===== config.mk =====
export PLATFORM = sky130hd
export DESIGN_NAME = mc_request_queue_flat
export DESIGN_NICKNAME = d
export VERILOG_FILES = /design/src/rtl/mc_pkg.sv /design/src/rtl/mc_request_queue_if.sv /design/src/rtl/mc_addr_decode.sv /design/src/rtl/mc_request_queue.sv /design/src/flat_wrapper.sv
export SDC_FILE = /design/constraint.sdc
export NUM_CORES = 1
export LEC_CHECK = 0
export CAP_MARGIN = 20
export CORE_MARGIN = 3
export CORE_UTILIZATION = 63
export CTS_CLUSTER_SIZE = 30
export DETAILED_ROUTE_END_ITERATION = 7
export PLACE_DENSITY = 0.92
export SLEW_MARGIN = 40
export SYNTH_ARGS = -nofsm -noshare
export SYNTH_HDL_FRONTEND = slang
export SYNTH_HIERARCHICAL = 1
export SYNTH_SLANG_ARGS = --single-unit

===== constraint.sdc =====
create_clock -name clk -period 18.5 [get_ports clk]
set_input_delay 3.7 -clock clk [delete_from_list [all_inputs] [get_ports clk]]
set_output_delay 3.7 -clock clk [all_outputs]
set_load 0.05 [all_outputs]

===== src/rtl/mc_pkg.sv =====
// Shared types and address-map constants for the memory-controller front end.
// The request queue and the downstream scheduler both use mc_req_t.
package mc_pkg;

    localparam int MC_CYC_W  = 64;
    localparam int ADDR_W    = 34;
    localparam int CORE_W    = 3;

    // Physical address to DIMM coordinate mapping
    localparam int CH_BIT    = 6;
    localparam int BG_LSB    = 7;
    localparam int BG_W      = 3;
    localparam int BANK_LSB  = 10;
    localparam int BANK_W    = 2;
    localparam int COLH_LSB  = 12;
    localparam int COLH_W    = 6;
    localparam int COLL_LSB  = 2;
    localparam int COLL_W    = 4;
    localparam int ROW_LSB   = 18;
    localparam int ROW_W     = 16;
    localparam int COL_W     = COLH_W + COLL_W;

    // Encoding 3 is illegal and deliberately absent from the enum
    typedef enum logic [1:0] {
        OPN_RD = 2'd0,
        OPN_WR = 2'd1,
        OPN_IF = 2'd2
    } opn_t;

    localparam logic [1:0] OPN_ILLEGAL = 2'd3;

    typedef struct packed {
        logic [CORE_W-1:0]   core;
        logic                is_write;
        logic                channel;
        logic [BG_W-1:0]     bank_group;
        logic [BANK_W-1:0]   bank;
        logic [ROW_W-1:0]    row;
        logic [COL_W-1:0]    column;
        logic [ADDR_W-1:0]   addr;
        logic [MC_CYC_W-1:0] enq_cyc;
    } mc_req_t;

endpackage


===== src/rtl/mc_request_queue_if.sv =====
// Request-in and request-out handshakes of the queue.
// slave: the queue side; master: the CPU/scheduler side driving it.
interface mc_request_queue_if
    import mc_pkg::*;
#(
    parameter int CYC_W = MC_CYC_W
);
    logic                 in_valid;
    logic                 in_ready;
    logic [CORE_W-1:0]    in_core;
    logic [1:0]           in_opn;
    logic [ADDR_W-1:0]    in_addr;

    logic                 out_valid;
    logic                 out_ready;
    logic [CORE_W-1:0]    out_core;
    logic                 out_is_write;
    logic                 out_channel;
    logic [BG_W-1:0]      out_bank_group;
    logic [BANK_W-1:0]    out_bank;
    logic [ROW_W-1:0]     out_row;
    logic [COL_W-1:0]     out_column;
    logic [ADDR_W-1:0]    out_addr;
    logic [CYC_W-1:0]     out_enq_cyc;

    modport slave (
        input  in_valid, in_core, in_opn, in_addr, out_ready,
        output in_ready, out_valid, out_core, out_is_write, out_channel,
               out_bank_group, out_bank, out_row, out_column, out_addr,
               out_enq_cyc
    );

    modport master (
        output in_valid, in_core, in_opn, in_addr, out_ready,
        input  in_ready, out_valid, out_core, out_is_write, out_channel,
               out_bank_group, out_bank, out_row, out_column, out_addr,
               out_enq_cyc
    );
endinterface


===== src/rtl/mc_addr_decode.sv =====
// Combinational address/opn decode into a request record (stamp left zero).
module mc_addr_decode
    import mc_pkg::*;
(
    input  logic [CORE_W-1:0] i_core,
    input  logic [1:0]        i_opn,
    input  logic [ADDR_W-1:0] i_addr,
    output mc_req_t           o_req,
    output logic              o_legal
);
    // Field extraction; instruction fetches are treated as reads
    always_comb begin
        o_req            = '0;
        o_req.core       = i_core;
        o_req.is_write   = (i_opn == OPN_WR);
        o_req.channel    = i_addr[CH_BIT];
        o_req.bank_group = i_addr[BG_LSB +: BG_W];
        o_req.bank       = i_addr[BANK_LSB +: BANK_W];
        o_req.row        = i_addr[ROW_LSB +: ROW_W];
        o_req.column     = {i_addr[COLH_LSB +: COLH_W], i_addr[COLL_LSB +: COLL_W]};
        o_req.addr       = i_addr;
        o_legal          = (i_opn != OPN_ILLEGAL);
    end
endmodule


===== src/rtl/mc_request_queue.sv =====
// In-order request queue: decodes at acceptance, stamps with the cycle
// counter and presents the head entry to the command scheduler.
module mc_request_queue
    import mc_pkg::*;
#(
    parameter int DEPTH = 16,
    parameter int CYC_W = MC_CYC_W
) (
    input  logic                       clk,
    input  logic                       rst,
    mc_request_queue_if.slave          bus,
    output logic [$clog2(DEPTH+1)-1:0] count,
    output logic                       full,
    output logic                       empty,
    output logic                       err_bad_opn
);
    localparam int PTR_W = $clog2(DEPTH);
    localparam int CNT_W = $clog2(DEPTH+1);

    mc_req_t            r_mem [DEPTH];
    logic [PTR_W-1:0]   r_head;
    logic [PTR_W-1:0]   r_tail;
    logic [CNT_W-1:0]   r_count;
    logic [CYC_W-1:0]   r_cyc;
    logic               r_err;

    mc_req_t            w_dec;
    mc_req_t            w_entry;
    logic               w_legal;
    logic               w_push;
    logic               w_store;
    logic               w_pop;

    mc_addr_decode u_decode (
        .i_core  (bus.in_core),
        .i_opn   (bus.in_opn),
        .i_addr  (bus.in_addr),
        .o_req   (w_dec),
        .o_legal (w_legal)
    );

    assign full         = (r_count == CNT_W'(DEPTH));
    assign empty        = (r_count == '0);
    assign count        = r_count;
    assign err_bad_opn  = r_err;
    assign bus.in_ready = !full;
    assign bus.out_valid = !empty;

    assign w_push  = bus.in_valid && bus.in_ready;
    assign w_store = w_push && w_legal;
    assign w_pop   = bus.out_valid && bus.out_ready;

    // Attach the arrival stamp to the decoded request
    always_comb begin
        w_entry         = w_dec;
        w_entry.enq_cyc = r_cyc;
    end

    // Entry storage; contents survive reset, only pointers are cleared
    always_ff @(posedge clk) begin
        if (w_store) begin
            r_mem[r_tail] <= w_entry;
        end
    end

    // Pointers, occupancy, cycle counter and illegal-request pulse
    always_ff @(posedge clk) begin
        if (rst) begin
            r_head  <= '0;
            r_tail  <= '0;
            r_count <= '0;
            r_cyc   <= '0;
            r_err   <= 1'b0;
        end else begin
            r_cyc <= r_cyc + CYC_W'(1);
            r_err <= w_push && !w_legal;
            if (w_store) begin
                r_tail <= r_tail + PTR_W'(1);
            end
            if (w_pop) begin
                r_head <= r_head + PTR_W'(1);
            end
            case ({w_store, w_pop})
                2'b10:   r_count <= r_count + CNT_W'(1);
                2'b01:   r_count <= r_count - CNT_W'(1);
                default: r_count <= r_count;
            endcase
        end
    end

    // Head entry straight from storage
    assign bus.out_core       = r_mem[r_head].core;
    assign bus.out_is_write   = r_mem[r_head].is_write;
    assign bus.out_channel    = r_mem[r_head].channel;
    assign bus.out_bank_group = r_mem[r_head].bank_group;
    assign bus.out_bank       = r_mem[r_head].bank;
    assign bus.out_row        = r_mem[r_head].row;
    assign bus.out_column     = r_mem[r_head].column;
    assign bus.out_addr       = r_mem[r_head].addr;
    assign bus.out_enq_cyc    = r_mem[r_head].enq_cyc;

endmodule


===== src/flat_wrapper.sv =====
// flat-port wrapper written by rule: the top's interface ports become plain ports
module mc_request_queue_flat import mc_pkg::*;
#(
    parameter int DEPTH = 16,
    parameter int CYC_W = MC_CYC_W
)
  (clk, rst, count, full, empty, err_bad_opn, bus_in_valid, bus_in_core, bus_in_opn, bus_in_addr, bus_out_ready, bus_in_ready, bus_out_valid, bus_out_core, bus_out_is_write, bus_out_channel, bus_out_bank_group, bus_out_bank, bus_out_row, bus_out_column, bus_out_addr, bus_out_enq_cyc);
  mc_request_queue_if #(.CYC_W(CYC_W)) bus_i ();
  input  logic clk;
  input  logic rst;
  output logic [$clog2(DEPTH+1)-1:0] count;
  output logic full;
  output logic empty;
  output logic err_bad_opn;
  input wire logic [$bits(bus_i.in_valid)-1:0] bus_in_valid;
  input wire logic [$bits(bus_i.in_core)-1:0] bus_in_core;
  input wire logic [$bits(bus_i.in_opn)-1:0] bus_in_opn;
  input wire logic [$bits(bus_i.in_addr)-1:0] bus_in_addr;
  input wire logic [$bits(bus_i.out_ready)-1:0] bus_out_ready;
  output wire logic [$bits(bus_i.in_ready)-1:0] bus_in_ready;
  output wire logic [$bits(bus_i.out_valid)-1:0] bus_out_valid;
  output wire logic [$bits(bus_i.out_core)-1:0] bus_out_core;
  output wire logic [$bits(bus_i.out_is_write)-1:0] bus_out_is_write;
  output wire logic [$bits(bus_i.out_channel)-1:0] bus_out_channel;
  output wire logic [$bits(bus_i.out_bank_group)-1:0] bus_out_bank_group;
  output wire logic [$bits(bus_i.out_bank)-1:0] bus_out_bank;
  output wire logic [$bits(bus_i.out_row)-1:0] bus_out_row;
  output wire logic [$bits(bus_i.out_column)-1:0] bus_out_column;
  output wire logic [$bits(bus_i.out_addr)-1:0] bus_out_addr;
  output wire logic [$bits(bus_i.out_enq_cyc)-1:0] bus_out_enq_cyc;
  assign bus_i.in_valid = bus_in_valid;
  assign bus_i.in_core = bus_in_core;
  assign bus_i.in_opn = bus_in_opn;
  assign bus_i.in_addr = bus_in_addr;
  assign bus_i.out_ready = bus_out_ready;
  assign bus_in_ready = bus_i.in_ready;
  assign bus_out_valid = bus_i.out_valid;
  assign bus_out_core = bus_i.out_core;
  assign bus_out_is_write = bus_i.out_is_write;
  assign bus_out_channel = bus_i.out_channel;
  assign bus_out_bank_group = bus_i.out_bank_group;
  assign bus_out_bank = bus_i.out_bank;
  assign bus_out_row = bus_i.out_row;
  assign bus_out_column = bus_i.out_column;
  assign bus_out_addr = bus_i.out_addr;
  assign bus_out_enq_cyc = bus_i.out_enq_cyc;
  mc_request_queue #(.DEPTH(DEPTH), .CYC_W(CYC_W)) u_core (.clk(clk), .rst(rst), .bus(bus_i), .count(count), .full(full), .empty(empty), .err_bad_opn(err_bad_opn));
endmodule

## Word-level counts from Yosys, hierarchy flattened

Memory sizes are Yosys's and may differ from the RTL's. A register that Yosys moved wholly into a read port is not among the register bits.
Cells that the tools add are included.

- Register bits: 78
- Latch bits: 0
- Memory bits (writable): 2,144
- Bits in read-only memories: 0
- Bits of input ports: 43
- Output and inout port bits: 144
- Logic and storage cells: 30
- Memories: 1

- Add/subtract/negate cells: 5
- $mul: 0
- Divide/modulo/power cells: 0
- Order comparisons: 0
- Equal/unequal tests: 5
- Shifts and indexed selects: 0
- Mux-type cells: 5
- Bitwise gates (word level): 0
- Reductions and logical operators: 9

Memories:

| name | words | width | read ports | clocked after memory_dff | write ports | RTL line | source |
|---|---|---|---|---|---|---|---|
| u_core.r_mem | 16 | 134 | 1 | 1 | 1 | mc_request_queue.sv:20 | `mc_req_t r_mem [DEPTH];` |

Operators by type and width:

| kind | number |
|---|---|
| $add 64x1->64 const B | 1 |
| $pmux 5 s2 | 1 |
| $add 4x1->4 const B | 2 |
| $mux 4 | 2 |
| $add 5x1->5 const B | 1 |
| $eq 5x5->1 const B | 1 |
| $logic_not 5->1 | 1 |
| $sub 5x1->5 const B | 1 |
| $eq 2x1->1 const B | 2 |
| $logic_and 1x1->1 | 4 |
| $logic_not 1->1 | 3 |
| $eq 2x2->1 const B | 1 |
| $mux 1 | 2 |
| $ne 2x2->1 const B | 1 |
| $reduce_bool 2->1 | 1 |

## Logic depth before layout (Yosys ltp)

Gate-level depths: netlist of the first run.

- Depth in word-level cells: 6
- Depth in mapped cells: 13
- Mapped depth without buffers: 12

## Cells and area by module

The synthesis of the first run kept the hierarchy.

Modules (own cells, without submodules):

| module | instances | cells an instance | area each (µm²) | sequential area each (µm²) |
|---|---|---|---|---|
| mc_request_queue | 1 | 3,467 | 84,234.5 | 66,023.3 |
| mc_addr_decode | 1 | 136 | 1,019.7 | 0.0 |

## Least setup slack after synthesis of the first run

No wires, ideal clock.

- Kind: input port to flip-flop
- Start point: input port bus_in_opn[1]
- End point: memory u_core/r_mem[3][0] in the netlist's numbering (enable)
- Library setup time: 0.791 ns
- Arrival: 13.522 ns
- Data required time: 17.709 ns
- Path slack: 4.188 ns
- Stages: 5
- Path buffers: 0
- Path through: nand2_1 > inv_1 > a211oi_2 > nand2_1 > nor3_1

- Word-level cells in the longest chain between the ends: 4

Ends and longest elaborated chain:

| item | RTL line | source |
|---|---|---|
| start, declared | flat_wrapper.sv:17 | `input wire logic [$bits(bus_i.in_opn)-1:0] bus_in_opn;` |
| $ne 2x2->1 | mc_addr_decode.sv:22 | `o_legal = (i_opn != OPN_ILLEGAL);` |
| $logic_and 1x1->1 | mc_request_queue.sv:50 | `assign w_store = w_push && w_legal;` |
| $mux 1 | mc_request_queue.sv:61 | `if (w_store) begin` |
| $mux 1 (not written as such) | mc_request_queue.sv:62 | `r_mem[r_tail] <= w_entry;` |
| end, declared | mc_request_queue.sv:20 |  |

No other way between the ends.

==> results of run 1 <==
[layout make-up]
cell class | instances | area [um^2] | share of cell area
diodes | 6 | 15.0 | 0.000157
repair buffers | 274 | 2870 | 0.0301
clock buffers | 282 | 5660 | 0.0593
multi-input cells | 1055 | 17500 | 0.184
flip-flops and latches | 2226 | 66000 | 0.692
inverters | 16 | 60.1 | 0.000630
well taps | 1755 | 2200 | 0.0230
clock inverters | 97 | 983 | 0.0103
[worst max-delay path, delay by kind of cell (launching register included)]
family / cells / cell delay, ns
muxes: 2 / 1.12
DFF: 1 / 0.63
buffers and inverters: 5 / 2.86
[state kept, by name (all words and copies together) (netlist names), named ones only]
name	count
u_core/r_mem	2144
u_core/r_cyc	64
u_core/count	5
u_core/r_head	4
u_core/r_tail	4
u_core/err_bad_opn	1
[routing by layer]
metal / track usage / vias up / share of wire
met5: 0 / - / 0
met4: 0.162 / 0 / 0.060
met3: 0.0568 / 810 / 0.10
met2: 0.573 / 3938 / 0.53
met1: 0.418 / 21900 / 0.31
li1: - / 15500 / -
[how the worst min path moves through the flow]
stage | startpoint | end | slack [ns] | cells past startpoint
3_3_place_gp | u_core/count[3]$_SDFFE_PP0P_ | u_core/count[3]$_SDFFE_PP0P_ | 0.51 | 2
5_1_grt | u_core/count[3]$_SDFFE_PP0P_ | u_core/count[3]$_SDFFE_PP0P_ | 0.57 | 2
4_1_cts | u_core/count[3]$_SDFFE_PP0P_ | u_core/count[3]$_SDFFE_PP0P_ | 0.53 | 2
3_5_place_dp | u_core/count[3]$_SDFFE_PP0P_ | u_core/count[3]$_SDFFE_PP0P_ | 0.52 | 2
6_report | u_core/count[3]$_SDFFE_PP0P_ | u_core/count[3]$_SDFFE_PP0P_ | 0.52 | 2
2_1_floorplan | u_core/r_head[3]$_SDFFE_PP0P_ | flip-flop | 0.48 | 2
[metrics by stage]
step / hold WS [ns] / instances / utilization / total power (uW) / setup slack [ns]
floorplan: 0.485 / 3538 / - / 7740 / 4.19
global placement: 0.509 / 5305 / 0.666 / 8360 / 9.03
detailed placement: 0.519 / 5325 / 0.670 / 8500 / 9.91
CTS: 0.529 / 5704 / 0.720 / 12700 / 8.97
global route: 0.574 / 5708 / 0.720 / 13000 / 8.74
finish: 0.522 / 5711 / 0.720 / 12700 / 9.20
[where the power goes]
| group | switching [uW] | internal [uW] | total (uW) |
|---|---|---|---|
| Sequential | 67.3 | 5590 | 5660 |
| Combinational | 1560 | 1200 | 2760 |
| Clock | 1850 | 2410 | 4260 |
==> run summary, run 1 <==
The total of warnings raised by yosys is 6, and the number of levels the H-tree was split into is 4. Synthesis produced a netlist whose cell count is 3538. TritonCTS built the clock tree. Power spread over the standard cell area amounts to 133 mW/mm^2.

In this run the tool buffered the top-level ports with 186 buffer cells. The number of nets with antenna violations after detailed routing is 0. The transition time of the tightest slew-check pin was 0.888 ns; the TritonCTS buffer count was 204.

Across the run, the number of max-cap violations was 0. The via density per instance was 7.39. The register clock-pin slew on the reported worst setup and hold paths was 0.06 ns; the DRC violation count after routing was 0. The tools report the root cell of the clock tree as sky130_fd_sc_hd__clkbuf_16. The sum of overflow across all layers after global routing was 0. The total number of nets in the final design was 3830. The library cells used most frequently in the layout, excluding fill and tap cells, are sky130_fd_sc_hd__edfxtp_1, sky130_fd_sc_hd__mux4_2, sky130_fd_sc_hd__clkbuf_16. The run finished with clean final reports. The run gives 0 as the total setup buffers inserted after CTS. The worst setup path is of the reg2out kind. Worst voltage drop across the vdd grid: 0.187 mV.

The share of the cycle needed by the critical path after routing was 0.503; the die boundary width was 373 um. The final critical delay including setup and external delays is 9.30 ns. Setup repair after global routing left no endpoint under its margin.

For the maximum clock frequency, the log shows 0.107 GHz. The classification of the worst-slack hold path was reg2reg. The total count of max-transition violations in the final report came out at 0.

The number of global-route vias before repair is 42900, and the wire length of the first global-routing pass is 326000 um. The area of the die came out at 0.139 mm^2. STA classifies the critical path startpoint as a flip-flop.

STA puts the critical path data required time at 14.80 ns. A synthesized cell averages 24.0 um^2. The tools report the number of antenna violations at the first check in global routing as 6.

For the worst flop-to-flop path, the logic depth is 8. The die height is 373 um. Endpoint class of the critical path: a primary output. The largest single stage delay on the critical path is 0.80 ns. Of all nets on the critical path, the largest fanout is 57. The tools report the standard cell area after detailed placement as 0.0887 mm^2. The number of iterations in the first detailed-routing pass was 5; the number of clock sinks was 2226. The standard-cell row count is 133. The standard cell core area is 0.132 mm^2, and the final wirelength is 230000 um. The worst register-to-register path ends at u_core/r_mem[6][78]$_DFFE_PP_. The final hold violation count was 0. Across all layers, the routed design uses 42200 vias. The signal on the critical path passes through buf_12, buf_16, buf_6, buf_6, mux4_2, mux4_2, clkdlybuf4s50_1.

Clock insertion delay at the later pin of the skew report: 0.82 ns. After detailed routing, the average wire length per cell comes to 40.3 um. On the critical path, the stage with the largest delay is an instance of sky130_fd_sc_hd__clkdlybuf4s50_1. The setup violation total in the final timing report came out at 0. Most common cell after layout, fill and taps aside: sky130_fd_sc_hd__edfxtp_1.

The run gives 0 ns as the setup TNS after final layout. The number of gates resized after CTS was 0. The wire-length estimate of the detail-placed layout is 115000 um. The setup check on the worst reg-to-reg path leaves a slack of 14.64 ns. The analysis attributes to cell leakage a power of 0.0290 uW. Counting every net in the synthesized netlist gives 3591.

The tools report the I/O pin total as 187. The maximum number of pins on one net before global-route repair was 89; the final weighted congestion of routability-driven global placement was 0.762. The final-layout fill cell count came out at 6789.

At the worst endpoint, the arrival time is 5.60 ns. The layout-stage area growth over the synthesis result came out at 12.5%. The tools report the reg-to-reg startpoint as u_core/count[1]$_SDFFE_PP0P_. The maximum buffer depth of the clock tree was 3. The fraction of layout instances using a drive strength above 1 was 0.281. Synthesized area: 0.0848 mm^2. All-layer global routing usage: 0.334.

The headroom to the max-slew limit was 0.403. After routing the design area is 0.0954 mm^2. The run gives 0 as the quantity of hold-fixing buffers added after cts.

The tools report the number of violations reported at the end of detailed-routing iteration 0 as 7113. The run gives 0.640 as the effective utilization at floorplan. Between clock sinks in the finished design, the worst skew comes to 0.0200 ns. The most critical setup path has its endpoint at bus_out_column[3].
No activity file was read; power rests on OpenSTA's default activity.
==> run 2, diff against run 1 <==
--- a/config.mk
+++ b/config.mk
@@ -7,10 +7,10 @@
 export LEC_CHECK = 0
 export CAP_MARGIN = 20
 export CORE_MARGIN = 3
-export CORE_UTILIZATION = 63
+export CORE_UTILIZATION = 57
 export CTS_CLUSTER_SIZE = 30
 export DETAILED_ROUTE_END_ITERATION = 7
-export PLACE_DENSITY = 0.92
+export PLACE_DENSITY = 0.88
 export SLEW_MARGIN = 40
 export SYNTH_ARGS = -nofsm -noshare
 export SYNTH_HDL_FRONTEND = slang
==> constraint.sdc (replaced) <==
create_clock -name clk -period 8.5 [get_ports clk]
set_input_delay 1.7 -clock clk [delete_from_list [all_inputs] [get_ports clk]]
set_output_delay 1.7 -clock clk [all_outputs]
set_load 0.05 [all_outputs]
==> run 2 against run 1 <==
Global-route usage fell by 4.7 points. Critical endpoint is now bus_out_core[2]. Highest routed layer is now met5. First-iteration DRC count decreased by 25%. Power is 120% higher. Critical path type unchanged. Non-clock buffer count is 15 lower. Worst setup slack got worse by 6.9 ns. Via count decreased by 2.7%. Critical path depth unchanged. Count of clock-buffer cells in the layout down 35. Sequential power up 120%. Hold slack better by 0.024 ns.
==> run summary, run 2 (synthesis results as in run 1) <==
The run finished with clean final reports. The longest clock path from root to sink contains 3 buffers. More flip-flops sit in one register than any other, and that register is u_core/r_mem. For this run, design rule violations remaining after detail routing come to 0. The path class of the tightest hold or removal check is reg2reg. The tool flagged a number of max-cap violations equal to 0. At the end of the flow, the number of nets in the layout was 3817.

After clock tree synthesis, the clock-pin slew on the worst setup and hold paths is 0.06 ns. Using the TritonRoute via totals, the vias-per-cell ratio works out to 7.00. The critical path contains buffers and inverters numbering 3 combined. The floorplan step defined a core boundary enclosing 0.147 mm^2. The worst setup path is of the reg2out kind. The tools report the area of the die as 0.153 mm^2.

The fraction of layout instances using a drive strength above 1 is 0.287. The logs give 0.0960 mm^2 for the summed area of non-filler cells in the final layout and 0.0660 mm^2 for the footprint of the flip-flops and latches. The tools report the number of global-route vias before repair as 43000.

Relative to the synthesized area, the layout overhead comes to 13.3%. Number of flip-flops in the largest register: 2144. The tools report the all-layer global routing usage as 0.286. The first TritonRoute pass finished after 6 iterations.

Summing all multi-input logic gate instances after layout gives 0.0176 mm^2. The tools report the reg-to-reg startpoint as u_core/r_cyc[2]$_SDFF_PP0_. The element type at the critical path start was a flip-flop. After the first detailed-routing iteration, the DRC count stood at 5347. In this run the post-CTS setup repair buffer count came out at 0. The signal on the critical path passes through buf_12, buf_4, mux4_2, nor2b_1, a211oi_1, a21oi_1, clkdlybuf4s50_1. The run gives 0.0889 mm^2 as the standard cell area after detailed placement. From bottom edge to top edge, the die measures 392 um. The layout has 8422 filler cells.

The delay of the slowest cell on the worst path works out to 0.96 ns. The cell sitting at the root of the clock tree is a sky130_fd_sc_hd__clkbuf_16. Clock skew on the completed layout was measured at 0.0378 ns. Summed over all layers, the routed wires come to 216000 um.

Hold repair after CTS inserted 0 buffers. The final core area utilization is 0.655. The quantity of I/O buffers inserted on ports came out at 186.

The logs give 2226 for the number of clock sinks and 0 for the post-cts gate resize count. Setup violations remaining at the end of the flow were counted as 0. Timing would allow up to 0.161 GHz. The library cells used most frequently in the layout, excluding fill and tap cells, are sky130_fd_sc_hd__edfxtp_1, sky130_fd_sc_hd__mux4_2, sky130_fd_sc_hd__clkbuf_16. The first global-routing pass estimated 311000 um of wire.

The transition time of the tightest slew-check pin is 0.911 ns, and the half-perimeter wire length after placement is 99600 um. The worst setup path is captured at a primary output. The effective utilization at floorplan was 0.578; the total count of max-transition violations in the final report was 0. The total overflow left after global routing is 0. In this run the static leakage power is 0.0292 uW. The number of antenna violations at the first check in global routing was 13. For this design the ratio of total power to cell area is 292 mW/mm^2. Along the worst path, the maximum fanout reaches 29.

Launch instance of the worst min-delay path: u_core/count[3]$_SDFFE_PP0P_. Most common cell after layout, fill and taps aside: sky130_fd_sc_hd__edfxtp_1. The count of nets left with antenna violations once routing finished came out at 0. The initialized floorplan defines 140 standard-cell rows. Routability-driven placement finished with a final weighted congestion of 0.761.

Setup repair after global routing left no endpoint under its margin. The share of the cycle needed by the critical path after routing is 0.730, and the critical path data arrival time is 4.51 ns. Across the VDD grid, the largest voltage drop is 0.371 mV. During I/O placement, the number of pins put on the boundary was 187.

The routed layout has 41100 vias. The tools report the maximum number of pins on one net before global-route repair as 113. The final hold violation count was 0.

The clock period could shrink to 6.21 ns. Worst-path cell with the longest stage delay: sky130_fd_sc_hd__clkdlybuf4s50_1. Dividing the detail-routed wire length by the instance count gives 36.7 um. The clock tree synthesis step divided the H-tree into 4 levels.

Clock insertion delay at the later pin of the skew report: 0.84 ns. The die boundary width came out at 392 um. Among cell families on the critical path, the largest total delay comes from buffers and inverters.

The TritonCTS buffer count was 206. For the required time of the critical path, the log shows 6.80 ns. For the headroom to the max-slew limit, the log shows 0.392.

TritonCTS built the clock tree.
==> run 2: changes by cell type in the layout (fill, tap and decap cells not counted), moves of 5 or more <==
cell and delta:
sky130_fd_sc_hd__buf_12 +21, sky130_fd_sc_hd__clkbuf_8 -7, sky130_fd_sc_hd__clkinvlp_4 +9, sky130_fd_sc_hd__buf_8 -5
sky130_fd_sc_hd__clkinv_4 +8, sky130_fd_sc_hd__clkbuf_1 -31, sky130_fd_sc_hd__buf_6 -20, sky130_fd_sc_hd__buf_4 -6
sky130_fd_sc_hd__bufinv_16 +12, sky130_fd_sc_hd__clkinv_2 +6
==> run 2: worst paths after layout <==
check / to / slack, ns / depth (start not counted)
worst max-delay path: bus_out_core[2] / 2.29 / 7
worst min-delay path: u_core/count[3]$_SDFFE_PP0P_ / 0.55 / 2
worst max register to register: u_core/r_cyc[39]$_SDFF_PP0_ / 4.47 / 5
worst min register to register: u_core/count[3]$_SDFFE_PP0P_ / 0.55 / 2
==> run 2: report_power, final <==
group / total, uW / internal [uW] / leakage, uW / switching [uW]
Sequential: 12300 / 12200 / 0.0203 / 135
Clock: 9730 / 5610 / 0.00346 / 4130
Combinational: 5990 / 2650 / 0.00543 / 3340
Total: 28000 / 20400 / 0.0292 / 7600
==> run 2: area by class of cell <==
| type | count | area share |
|---|---|---|
| Clock buffer | 247 | 0.0572 |
| Tap cell | 1917 | 0.0250 |
| Timing Repair Buffer | 259 | 0.0295 |
| Inverter | 16 | 0.000625 |
| Antenna cell | 10 | 0.000261 |
| Sequential cell | 2226 | 0.688 |
| Multi-Input combinational cell | 1055 | 0.183 |
| Clock inverter | 139 | 0.0170 |
==> run 2: tightest hold or removal path: stages (launching register included) <==
cell	delay (ns)
sky130_fd_sc_hd__dfxtp_1	0.35
sky130_fd_sc_hd__nand3b_1	0.09
sky130_fd_sc_hd__o31ai_1	0.06
==> run 2: per-layer routing <==
layer  share of wire  global-route usage  up-vias  wire length (um)
met3           0.099              0.0649      653             21400
met4           0.046               0.128        8              9980
met1            0.33               0.354    21700             71700
met5         0.00025                   0        -                54
met2            0.52               0.488     3093            112000
li1                -                   -    15600                 -
==> run 2: metrics by stage <==
stage                     hold slack (ns)  cells  TNS (ns)  power [uW]  setup WS [ns]
after floorplan                     0.485   3538   -271.76       16800         -0.210
final                               0.546   5869         0       28000           2.29
after global routing                0.576   5864         0       28800           2.23
after detailed placement            0.539   5470         0       18500           3.04
after global placement              0.507   5462         0       18300           3.11
after CTS                           0.553   5856         0       28200           2.10
